===== src/rtl/counter_pkg.sv =====
// counter_pkg: shared mode and direction encodings for the programmable counter
package counter_pkg;
  localparam logic MODE_WRAP = 1'b0;
  localparam logic MODE_SAT  = 1'b1;
  localparam logic DIR_DN    = 1'b0;
  localparam logic DIR_UP    = 1'b1;
endpackage


===== src/rtl/counter_presc.sv =====
// counter_presc: enable-gated prescaler, tick every presc+1 enabled cycles
// ports: clk, reset (async, active-high), en (gates counting), presc (divide value),
//        clr (restart period), tick (combinational step strobe)
module counter_presc #(
  parameter int PRESC_W = 4
) (
  input  logic               clk,
  input  logic               reset,
  input  logic               en,
  input  logic [PRESC_W-1:0] presc,
  input  logic               clr,
  output logic               tick
);
  logic [PRESC_W-1:0] pc;
  // >= rather than == so that lowering presc below pc ends the period at once
  assign tick = en && (pc >= presc);
  always_ff @(posedge clk or posedge reset)
    if (reset) pc <= '0;
    else if (clr) pc <= '0;
    else if (en) pc <= tick ? '0 : pc + 1'b1;
endmodule


===== src/rtl/counter_prog.sv =====
// counter_prog: prescaled up/down counter with runtime limit, wrap/saturate, load and terminal-count pulse
// ports: clk, reset (async, active-high), en, up_dn, load, load_val, limit, sat_mode, presc,
//        count (registered), tc (registered one-cycle pulse), io_oeb (pads always driven)
module counter_prog
  import counter_pkg::*;
#(
  parameter int WIDTH   = 8,
  parameter int PRESC_W = 4
) (
  input  logic               clk,
  input  logic               reset,
  input  logic               en,
  input  logic               up_dn,
  input  logic               load,
  input  logic [WIDTH-1:0]   load_val,
  input  logic [WIDTH-1:0]   limit,
  input  logic               sat_mode,
  input  logic [PRESC_W-1:0] presc,
  output logic [WIDTH-1:0]   count,
  output logic               tc,
  output logic [WIDTH-1:0]   io_oeb
);
  logic tick, at_top, at_bot, nxt_tc;
  logic [WIDTH-1:0] nxt;
  assign io_oeb = '0;
  counter_presc #(.PRESC_W(PRESC_W)) u_presc (
    .clk  (clk),
    .reset(reset),
    .en   (en),
    .presc(presc),
    .clr  (load),
    .tick (tick)
  );
  // >= so a count stranded above a lowered limit still wraps/saturates when counting up
  assign at_top = count >= limit;
  assign at_bot = count == '0;
  always_comb begin
    nxt = load ? ((load_val > limit) ? limit : load_val)
        : !tick ? count
        : (up_dn == DIR_UP) ? (at_top ? ((sat_mode == MODE_SAT) ? limit : '0) : count + 1'b1)
        : (at_bot ? ((sat_mode == MODE_SAT) ? '0 : limit) : count - 1'b1);
    nxt_tc = !load && tick && ((up_dn == DIR_UP) ? at_top : at_bot);
  end
  always_ff @(posedge clk or posedge reset)
    if (reset) begin
      count <= '0;
      tc    <= 1'b0;
    end else begin
      count <= nxt;
      tc    <= nxt_tc;
    end
endmodule


===== config.mk =====
export PLATFORM = sky130hd
export DESIGN_NAME = counter_prog
export DESIGN_NICKNAME = d
export VERILOG_FILES = /design/src/rtl/counter_pkg.sv /design/src/rtl/counter_presc.sv /design/src/rtl/counter_prog.sv
export SDC_FILE = /design/constraint.sdc
export NUM_CORES = 1
export LEC_CHECK = 0
export ABC_CLOCK_PERIOD_IN_PS = 2700
export BUFFER_PORTS_ARGS = -buffer_cell sky130_fd_sc_hd__clkbuf_2
export CORE_ASPECT_RATIO = 0.75
export CORE_MARGIN = 2
export CORE_UTILIZATION = 50
export DETAILED_ROUTE_END_ITERATION = 7
export PLACE_DENSITY = 0.83
export RECOVER_POWER = 50
export SETUP_SLACK_MARGIN = 0.3
export SYNTH_ARGS = -nofsm -noshare
export SYNTH_HDL_FRONTEND = slang
export SYNTH_SLANG_ARGS = --single-unit
export TNS_END_PERCENT = 30

===== constraint.sdc =====
create_clock -name clk -period 2.7 [get_ports clk]
set_input_delay 0.405 -clock clk [delete_from_list [all_inputs] [get_ports clk]]
set_output_delay 0.405 -clock clk [all_outputs]
set_load 0.05 [all_outputs]

==> run summary, run 1 <==
DP Wirelength = 3620 um
max-capacitance violation count = 0
TritonCTS clock tree = built
Via density = 5.62
final setup fails = 0
Post-synth EDFFs = 0
global-route wire length before repair = 7760 um
Root Buffer = clkbuf_8
Required @ worst endpoint = 2830 ps
final hold viol count = 0
Post-synth ARST share = 1.00
dpl cells = 301
Core Region = 0.00364 mm2
commonest non-fill, non-tap cells in the layout = clkbuf_2, ha_1, inv_1
Die Y = 57.0 um
Mapped Cells = 222
DR vias = 1724
GRT Total Usage = 0.235
cell row count = 19
Max Slew Vio Count = 0
# nets final = 306
Yosys reg bits = 13
Worst Reg2Reg Path Length in Cells = 9
clock sinks = 13
Pre-antenna DRT Iters = 4
commonest non-fill, non-tap cell in the layout = clkbuf_2
Final period util = 0.858
TritonCTS Buffers = 3
fill cell count = 341
mapped cell area = 0.00187 mm2
Reg clk slew, reported paths = 60 ps
DR DRC count = 0
area grow syn2layout = 11.6%
Mean Syn Cell Area = 8.44 um2
# diodes = 0
Die X = 74.7 um
final wirelength = 4730 um
power per cell area = 465 mW/mm2
Port Buffers = 34
Worst IR Drop VDD = 0.000334 V
status = finished clean
Critical Path Source = count[1]
unrepaired setup endpoints after global routing = yes
RR Startpoint = count[1]
Synth Flop Type = dfrtp_1
Starting Density = 0.515
measured slew at the worst slew-check pin = 605 ps
Die ar. = 0.00426 mm2
IO Pins = 43
WL/cell = 15.4 um
min cycle time layout = 2320 ps
Hold-fix buffers, CTS = 0
Final Non-Filler Cells = 307
WS Path Type = reg2reg
setup TNS = 0 ps
clock skew = 4.58 ps
Placer Congestion = 0.937
Min Hold Slack = 184 ps
initial antenna violation count = 0
Synth cell types = 56
ratio of cells with drive above 1 in the final layout = 0.263
crit path DAT = 2440 ps
CP Capture Type = flip-flop
vias in the first global route = 1684
Post-DRT Antenna Nets = 0
pin count of the biggest net entering global routing = 20
H-tree Lvls = 1
Ys Warns = 0
Max Clk Rate = 432 MHz
Hold Path Class = in2async
Crit Path Max Fanout = 6
sequential element share of the synthesized area = 0.174
clock latency on the worst-skew pair = 260 ps
CTS max path bufs = 2
Rel. slew slack = 0.598
Startpoint Class = flip-flop
global route overflow = 0
initial DRC count = 181
LEAKAGE = 0.978 nW
-- sequential cells by signal (all words and copies together), names as in the netlist --
name        count
count           8
tc              1
u_presc.pc      4
-- what timing repair did --
item | 4_1_cts | 5_1_grt
hold endpoints to repair | 0 | 0
setup endpoints to repair | 0 | 7
buffers inserted | 0 | 1
gates resized for setup | 0 | 11
-- logic make-up after synthesis --
| group | Yosys count | synth area share |
|---|---|---|
| xor+xnor | 13 | 0.0607 |
| other cells | 1 | 0.00200 |
| buf+inv | 43 | 0.158 |
| compound gates | 53 | 0.211 |
| simple gates | 67 | 0.190 |
| flops | 13 | 0.174 |
| fa+ha+maj | 24 | 0.160 |
| mux | 8 | 0.0447 |
-- area by class of cell --
| type | instances | area [um2] | area share |
|---|---|---|---|
| Clock buffer | 3 | 41.3 | 0.0197 |
| Clock inverter | 1 | 5.00 | 0.00239 |
| Inverter | 20 | 75.1 | 0.0359 |
| Multi-Input combinational cell | 173 | 1320 | 0.632 |
| Sequential cell | 13 | 329 | 0.157 |
| Tap cell | 52 | 65.1 | 0.0311 |
| Timing Repair Buffer | 45 | 255 | 0.122 |
-- synthesized netlist by cell type (6+ instances only) --
library cell	number	area, um2
nor3_1	10	50.1
ha_1	24	300
nor2_1	13	48.8
xnor2_1	10	87.6
dfrtp_1	13	325
nand2_1	17	63.8
buf_4	9	67.6
o21ai_0	6	30.0
clkbuf_8	7	96.3
inv_1	20	75.1
a21oi_1	9	45.0
-- worst max-delay path, cell delays in order (launching register included) --
cell,delay [ps]
dfrtp_2,400
buf_6,120
ha_1,270
nor2b_1,130
o211ai_1,210
a311oi_2,140
buf_4,180
or3_1,380
a311oi_2,280
a211oi_1,70
-- metrics by stage --
step,worst slack [ps],power [mW],utilization,instance area (um2)
4_1_cts,302,0.944,0.558,2030
6_report,383,0.973,0.575,2090
3_3_place_gp,336,0.749,0.546,1980
3_5_place_dp,244,0.756,0.546,1980
5_1_grt,272,1.04,0.575,2090
2_1_floorplan,307,0.666,-,1910
-- layer usage --
layer | track usage | vias to the layer above | share of wire
li1 | - | 858 | -
met1 | 0.346 | 785 | 0.45
met2 | 0.358 | 78 | 0.45
met3 | 0.0512 | 3 | 0.098
met4 | 0.0459 | 0 | 0.0021
met5 | 0 | - | 0
-- power by group --
group	internal (mW)	total, mW	switching, mW
clock network	0.103	0.185	0.0830
registers	0.218	0.253	0.0344
logic	0.205	0.535	0.330
total	0.526	0.973	0.447
-- path summary, 6_finish.rpt --
| check | endpoint | slack, ps |
|---|---|---|
| worst max-delay path | count[3] | 380 |
| worst min-delay path | count[3] | 180 |
| worst max register to register | count[3] | 380 |
| worst min register to register | u_presc.pc[3] | 560 |
| max in group asynchronous | count[2] | 2100 |
| min in group clk | u_presc.pc[1] | 440 |
No activity file was read; power rests on OpenSTA's default activity.
==> run 2, diff against run 1 <==
- CORE_ASPECT_RATIO: 0.75 -> default
- SETUP_SLACK_MARGIN: 0.3 -> default
==> run 2 against run 1 <==
Count of clock-buffer cells in the layout did not move. Combinational power shrank 0.7%. Sequential power fell by 6%. Register-to-register slack worse by 70 ps. Fmax fell by 3.0%. Critical path type unchanged. Critical endpoint is now count[4]. Highest routed layer unchanged.
==> run summary, run 2 (synthesized netlist as in run 1, its figures left out) <==
Hold-fix buffers, CTS = 0 (unchanged)
GRT busiest layer = met2
Core Region = 0.00363 mm2 (-0.10%)
Worst IR Drop VDD = 0.000178 V (-47%)
RR Startpoint = count[1]
Final Instance Area = 0.00203 mm2 (-2.8%)
WP buf/inv = 2 (unchanged)
vias in the first global route = 1688 (+0.24%)
met2 GRT Util = 0.398 (+0.0402)
clock sinks = 13 (unchanged)
# diodes = 0 (unchanged)
Layout Utilization = 0.560 (-0.0156)
GRT Total Usage = 0.237 (+0.00192)
max reg flops = 8 (unchanged)
CP Capture Type = flip-flop
TritonCTS Buffers = 3 (unchanged)
Max Slew Vio Count = 0 (unchanged)
Regs by FF count = count: 8 flops, u_presc.pc: 4 flops, tc: 1 flops
max-capacitance violation count = 0 (unchanged)
commonest non-fill, non-tap cell in the layout = clkbuf_2
DR vias = 1784 (+3.5%)
IO Pins = 43 (unchanged)
GR Layer Usage met1 = 0.302 (-0.0438)
clock skew = 1.83 ps (-2.75 ps)
LEAKAGE = 0.972 nW (-0.58%)
Reg clk slew, reported paths = 60 ps (about the same)
ratio of cells with drive above 1 in the final layout = 0.227 (-0.0353)
final worst-path setup slack = 312 ps (-71.1 ps)
final wirelength = 4750 um (+0.34%)
setup TNS = 0 ps (unchanged)
initial antenna violation count = 0 (unchanged)
Min Hold Slack = 169 ps (-15.0 ps)
Resized Gates After CTS = 0 (unchanged)
overall power = 0.956 mW (-1.8%)
initial DRC count = 97 (-46%)
Pre-antenna DRT Iters = 6 (+2)
# nets final = 306 (unchanged)
unrepaired setup endpoints after global routing = no
measured slew at the worst slew-check pin = 594 ps (-11.1 ps)
Placer Congestion = 0.889 (-5.1%)
Startpoint Class = flip-flop
dpl ws = 243 ps (-1.98 ps)
H-tree Lvls = 1 (unchanged)
Area after DPL = 0.00199 mm2 (+0.38%)
final hold viol count = 0 (unchanged)
WP depth = 9 (unchanged)
number of setup buffers added after CTS = 0 (unchanged)
CP peak stage delay = 480 ps (+80 ps)
Starting Density = 0.516 (+0.000532)
area grow syn2layout = 8.48%
CTS max path bufs = 2 (unchanged)
Die ar. = 0.00425 mm2 (-0.12%)
Via density = 5.89 (+4.8%)
global-route wire length before repair = 7680 um (-0.98%)
status = finished clean
Crit Path Max Fanout = 11 (+5)
Die X = 65.2 um (-13%)
delay-heaviest family, CP = simple AND/OR/NAND/NOR gates
Port Buffers = 34 (unchanged)
Crit-path slowest cell = or3_2
power per cell area = 470 mW/mm2 (+1.1%)
dpl cells = 299 (-0.66%)
clock latency on the worst-skew pair = 250 ps (about the same)
DR DRC count = 0 (unchanged)
Worst Reg2Reg Path Length in Cells = 9 (unchanged)
Die Y = 65.2 um (+14%)
cell row count = 22 (+3)
Final Non-Filler Cells = 303 (-1.3%)
Hold Path Class = in2async
TritonCTS clock tree = built
WS Path Type = reg2reg
final setup fails = 0 (unchanged)
crit path DAT = 2510 ps (+70 ps)
pin count of the biggest net entering global routing = 20 (unchanged)
WL/cell = 15.7 um (+1.7%)
Critical Path Source = count[1]
Root Buffer = clkbuf_8
Required @ worst endpoint = 2820 ps (about the same)
global route overflow = 0 (unchanged)
DP Wirelength = 3800 um (+5.1%)
GR Util met3 = 0.0342 (-0.0170)
min cycle time layout = 2390 ps (+71.1 ps)
Max Clk Rate = 419 MHz (-3.0%)
Most flops, register = count
crit path cell chain = buf_4, ha_1, and3_1, o21ai_0, a311oi_1, buf_4, or3_2, a311oi_1, a211oi_1
Post-DRT Antenna Nets = 0 (unchanged)
commonest non-fill, non-tap cells in the layout = clkbuf_2, ha_1, inv_1
Rel. slew slack = 0.600 (+0.00150)
Final period util = 0.884 (+0.0263)
==> run 2: cell types whose count changed in the layout (fill, tap and decap cells not counted), moves of 2 or more <==
cell,before,now
dfrtp_2,3,0
a311oi_2,3,0
dfrtp_1,10,13
buf_4,9,11
a311oi_1,1,4
or3_4,2,0
==> run 2: layout make-up <==
type	instances	area, um2
Fill cell	361	1600
Multi-Input combinational cell	173	1280
Sequential cell	13	325
Timing Repair Buffer	45	248
Inverter	20	75.1
Tap cell	48	60.1
Clock buffer	3	41.3
Clock inverter	1	5.00
==> run 2: path summary, 6_finish.rpt <==
| kind | end | slack (ps) |
|---|---|---|
| max in group asynchronous | u_presc.pc[1] | 2170 |
| min in group clk | u_presc.pc[1] | 450 |
| worst max-delay path | count[4] | 310 |
| worst max register to register | count[4] | 310 |
| worst min-delay path | u_presc.pc[3] | 170 |
| worst min register to register | u_presc.pc[3] | 560 |
==> run 2: report_power, final <==
part	switching (mW)	total [mW]	leakage, nW	internal (mW)
clock network	0.0842	0.187	0.0255	0.102
registers	0.0206	0.238	0.163	0.217
logic	0.335	0.531	0.784	0.197
total	0.439	0.956	0.972	0.516
==> run 2: layer usage <==
| layer | wire, um | vias to the layer above |
|---|---|---|
| met5 | 0 | - |
| met4 | 91 | 0 |
| met3 | 363 | 8 |
| met2 | 2240 | 83 |
| met1 | 2050 | 834 |
| li1 | - | 859 |
==> run 3, diff against run 2 <==
- CORE_ASPECT_RATIO: default -> 1.75
==> run 3 against run 2 <==
Total power shrank 0.88%. First-iteration DRC count is 22% lower. Core utilization up 0.16 points. Final cell count is 1.3% lower. Critical path type unchanged. Sequential power increased by 3%. Flip-flop and latch count did not move. Cell area shrank 0.86%. Critical path depth is 1 lower. Non-clock buffer count is 2 lower. Worst setup slack got worse by 51 ps. Highest routed layer unchanged. Largest power group unchanged.
==> run summary, run 3 (synthesized netlist as in run 1, its figures left out) <==
WP depth = 8 (-1)
Die Y = 85.0 um (+30%)
RR Startpoint = count[1]
Core Region = 0.00359 mm2 (-1.1%)
area grow syn2layout = 7.54%
vias in the first global route = 1748 (+3.6%)
RR Endpoint = count[4]
global-route wire length before repair = 8010 um (+4.3%)
final worst-path setup slack = 261 ps (-51.2 ps)
crit path capture = count[4]
CP peak stage delay = 550 ps (+70 ps)
DR DRC count = 0 (unchanged)
H-tree Lvls = 1 (unchanged)
Max Clk Rate = 410 MHz (-2.1%)
Die ar. = 0.00427 mm2 (+0.45%)
Seq. cell area = 325 um2 (unchanged)
Crit Path Max Fanout = 9 (-2)
commonest non-fill, non-tap cells in the layout = clkbuf_2, ha_1, inv_1
CP Capture Type = flip-flop
crit path cell chain = inv_1, ha_1, or2b_2, or3_1, a21oi_2, a211oi_2, a311oi_1, a211oi_1
Final period util = 0.903 (+0.0190)
DP Wirelength = 4050 um (+6.4%)
max reg flops = 8 (unchanged)
commonest non-fill, non-tap cell in the layout = clkbuf_2
ratio of cells with drive above 1 in the final layout = 0.221 (-0.00611)
max-capacitance violation count = 0 (unchanged)
number of setup buffers added after CTS = 0 (unchanged)
final wirelength = 4870 um (+2.7%)
cell row count = 29 (+32%)
Startpoint Class = flip-flop
Port Buffers = 34 (unchanged)
unrepaired setup endpoints after global routing = no
LEAKAGE = 0.962 nW (-1.1%)
global route overflow = 0 (unchanged)
Required @ worst endpoint = 2820 ps (about the same)
clock latency on the worst-skew pair = 250 ps (about the same)
Hold-fix buffers, CTS = 0 (unchanged)
Crit-path slowest cell = or3_1
TritonCTS clock tree = built
dpl ws = 212 ps (-30.4 ps)
Final Instance Area = 0.00202 mm2 (-0.86%)
initial antenna violation count = 0 (unchanged)
Starting Density = 0.522 (+0.00593)
TritonCTS Buffers = 3 (unchanged)
Critical Path Source = count[1]
Worst Reg2Reg Path Length in Cells = 8 (-1)
Area after DPL = 0.00197 mm2 (-0.88%)
Regs by FF count = count: 8 flops, u_presc.pc: 4 flops, tc: 1 flops
Placer Congestion = 0.879 (-1.1%)
Resized Gates After CTS = 0 (unchanged)
dpl cells = 295 (-1.3%)
clock skew = 1.02 ps (-0.810 ps)
final hold viol count = 0 (unchanged)
Via density = 6.01 (+2.0%)
GRT Total Usage = 0.246 (+0.00909)
delay-heaviest family, CP = simple AND/OR/NAND/NOR gates
reg2reg setup slack = 260 ps (-50 ps)
power per cell area = 470 mW/mm2 (about the same)
Worst IR Drop VDD = 0.000320 V (+80%)
Root Buffer = clkbuf_8
# diodes = 0 (unchanged)
Final Non-Filler Cells = 299 (-1.3%)
crit path DAT = 2560 ps (+50 ps)
Layout Utilization = 0.561 (+0.00156)
WS Path Type = reg2reg
Most flops, register = count
Pre-antenna DRT Iters = 4 (-2)
# nets final = 304 (-0.65%)
CTS max path bufs = 2 (unchanged)
clock sinks = 13 (unchanged)
setup TNS = 0 ps (unchanged)
Reg clk slew, reported paths = 60 ps (about the same)
Rel. slew slack = 0.550 (-0.0499)
initial DRC count = 76 (-22%)
fill cell count = 353 (-2.2%)
Max Slew Vio Count = 0 (unchanged)
multi-input logic area = 0.00128 mm2 (unchanged)
DR vias = 1796 (+0.67%)
measured slew at the worst slew-check pin = 668 ps (+74.0 ps)
min cycle time layout = 2440 ps (+51.2 ps)
Die X = 50.3 um (-23%)
final setup fails = 0 (unchanged)
pin count of the biggest net entering global routing = 20 (unchanged)
WP buf/inv = 1 (-1)
Hold Path Class = in2async
WL/cell = 16.3 um (+4.0%)
status = finished clean
Post-DRT Antenna Nets = 0 (unchanged)
IO Pins = 43 (unchanged)
==> run 3: changes by cell type in the layout (fill, tap and decap cells not counted) <==
cell	before	now
buf_4	11	9
==> run 3: final cells by class <==
class                      instances  area share
multi-input combinational        173       0.634
sequential                        13       0.161
timing repair buffer              43       0.115
inverter                          20      0.0372
tap                               46      0.0286
clock buffer                       3      0.0205
clock inverter                     1     0.00248
==> run 3: worst min-delay path by stage <==
stage           from       end  slack, ps  depth (start not counted)
2_1_floorplan  reset  count[0]        280                          1
3_3_place_gp   reset  count[6]        450                          2
3_5_place_dp   reset  count[6]        450                          2
4_1_cts        reset  count[3]        190                          2
5_1_grt        reset  count[6]        210                          2
6_report       reset  count[6]        170                          2
==> run 3: worst reg2reg max path, delay by kind of cell, from the launching register on <==
kind,cells,cell delay [ps]
AO/OA/AOI/OAI,4,630
flip-flops,1,470
buffers and inverters,1,130
adder cells (fa/ha/maj),1,220
AND/OR/NAND/NOR,2,860
==> run 3: metrics by stage <==
step / hold slack, ps / power [mW]
3_5_place_dp: 453 / 0.761
3_3_place_gp: 448 / 0.749
2_1_floorplan: 282 / 0.660
6_report: 169 / 0.947
4_1_cts: 185 / 0.946
5_1_grt: 210 / 1.01
==> run 3: metal layers <==
metal  track usage  share of wire  vias to the layer above
met3        0.0246          0.040                       13
met1         0.244           0.36                      853
met4         0.167          0.038                        0
met2         0.461           0.56                       70
met5             0              0                        -
li1              -              -                      860
==> run 3: power by group <==
part	internal (mW)	switching [mW]	total [mW]
Combinational	0.192	0.325	0.517
Clock	0.102	0.0840	0.186
Sequential	0.217	0.0267	0.244
Total	0.512	0.436	0.947
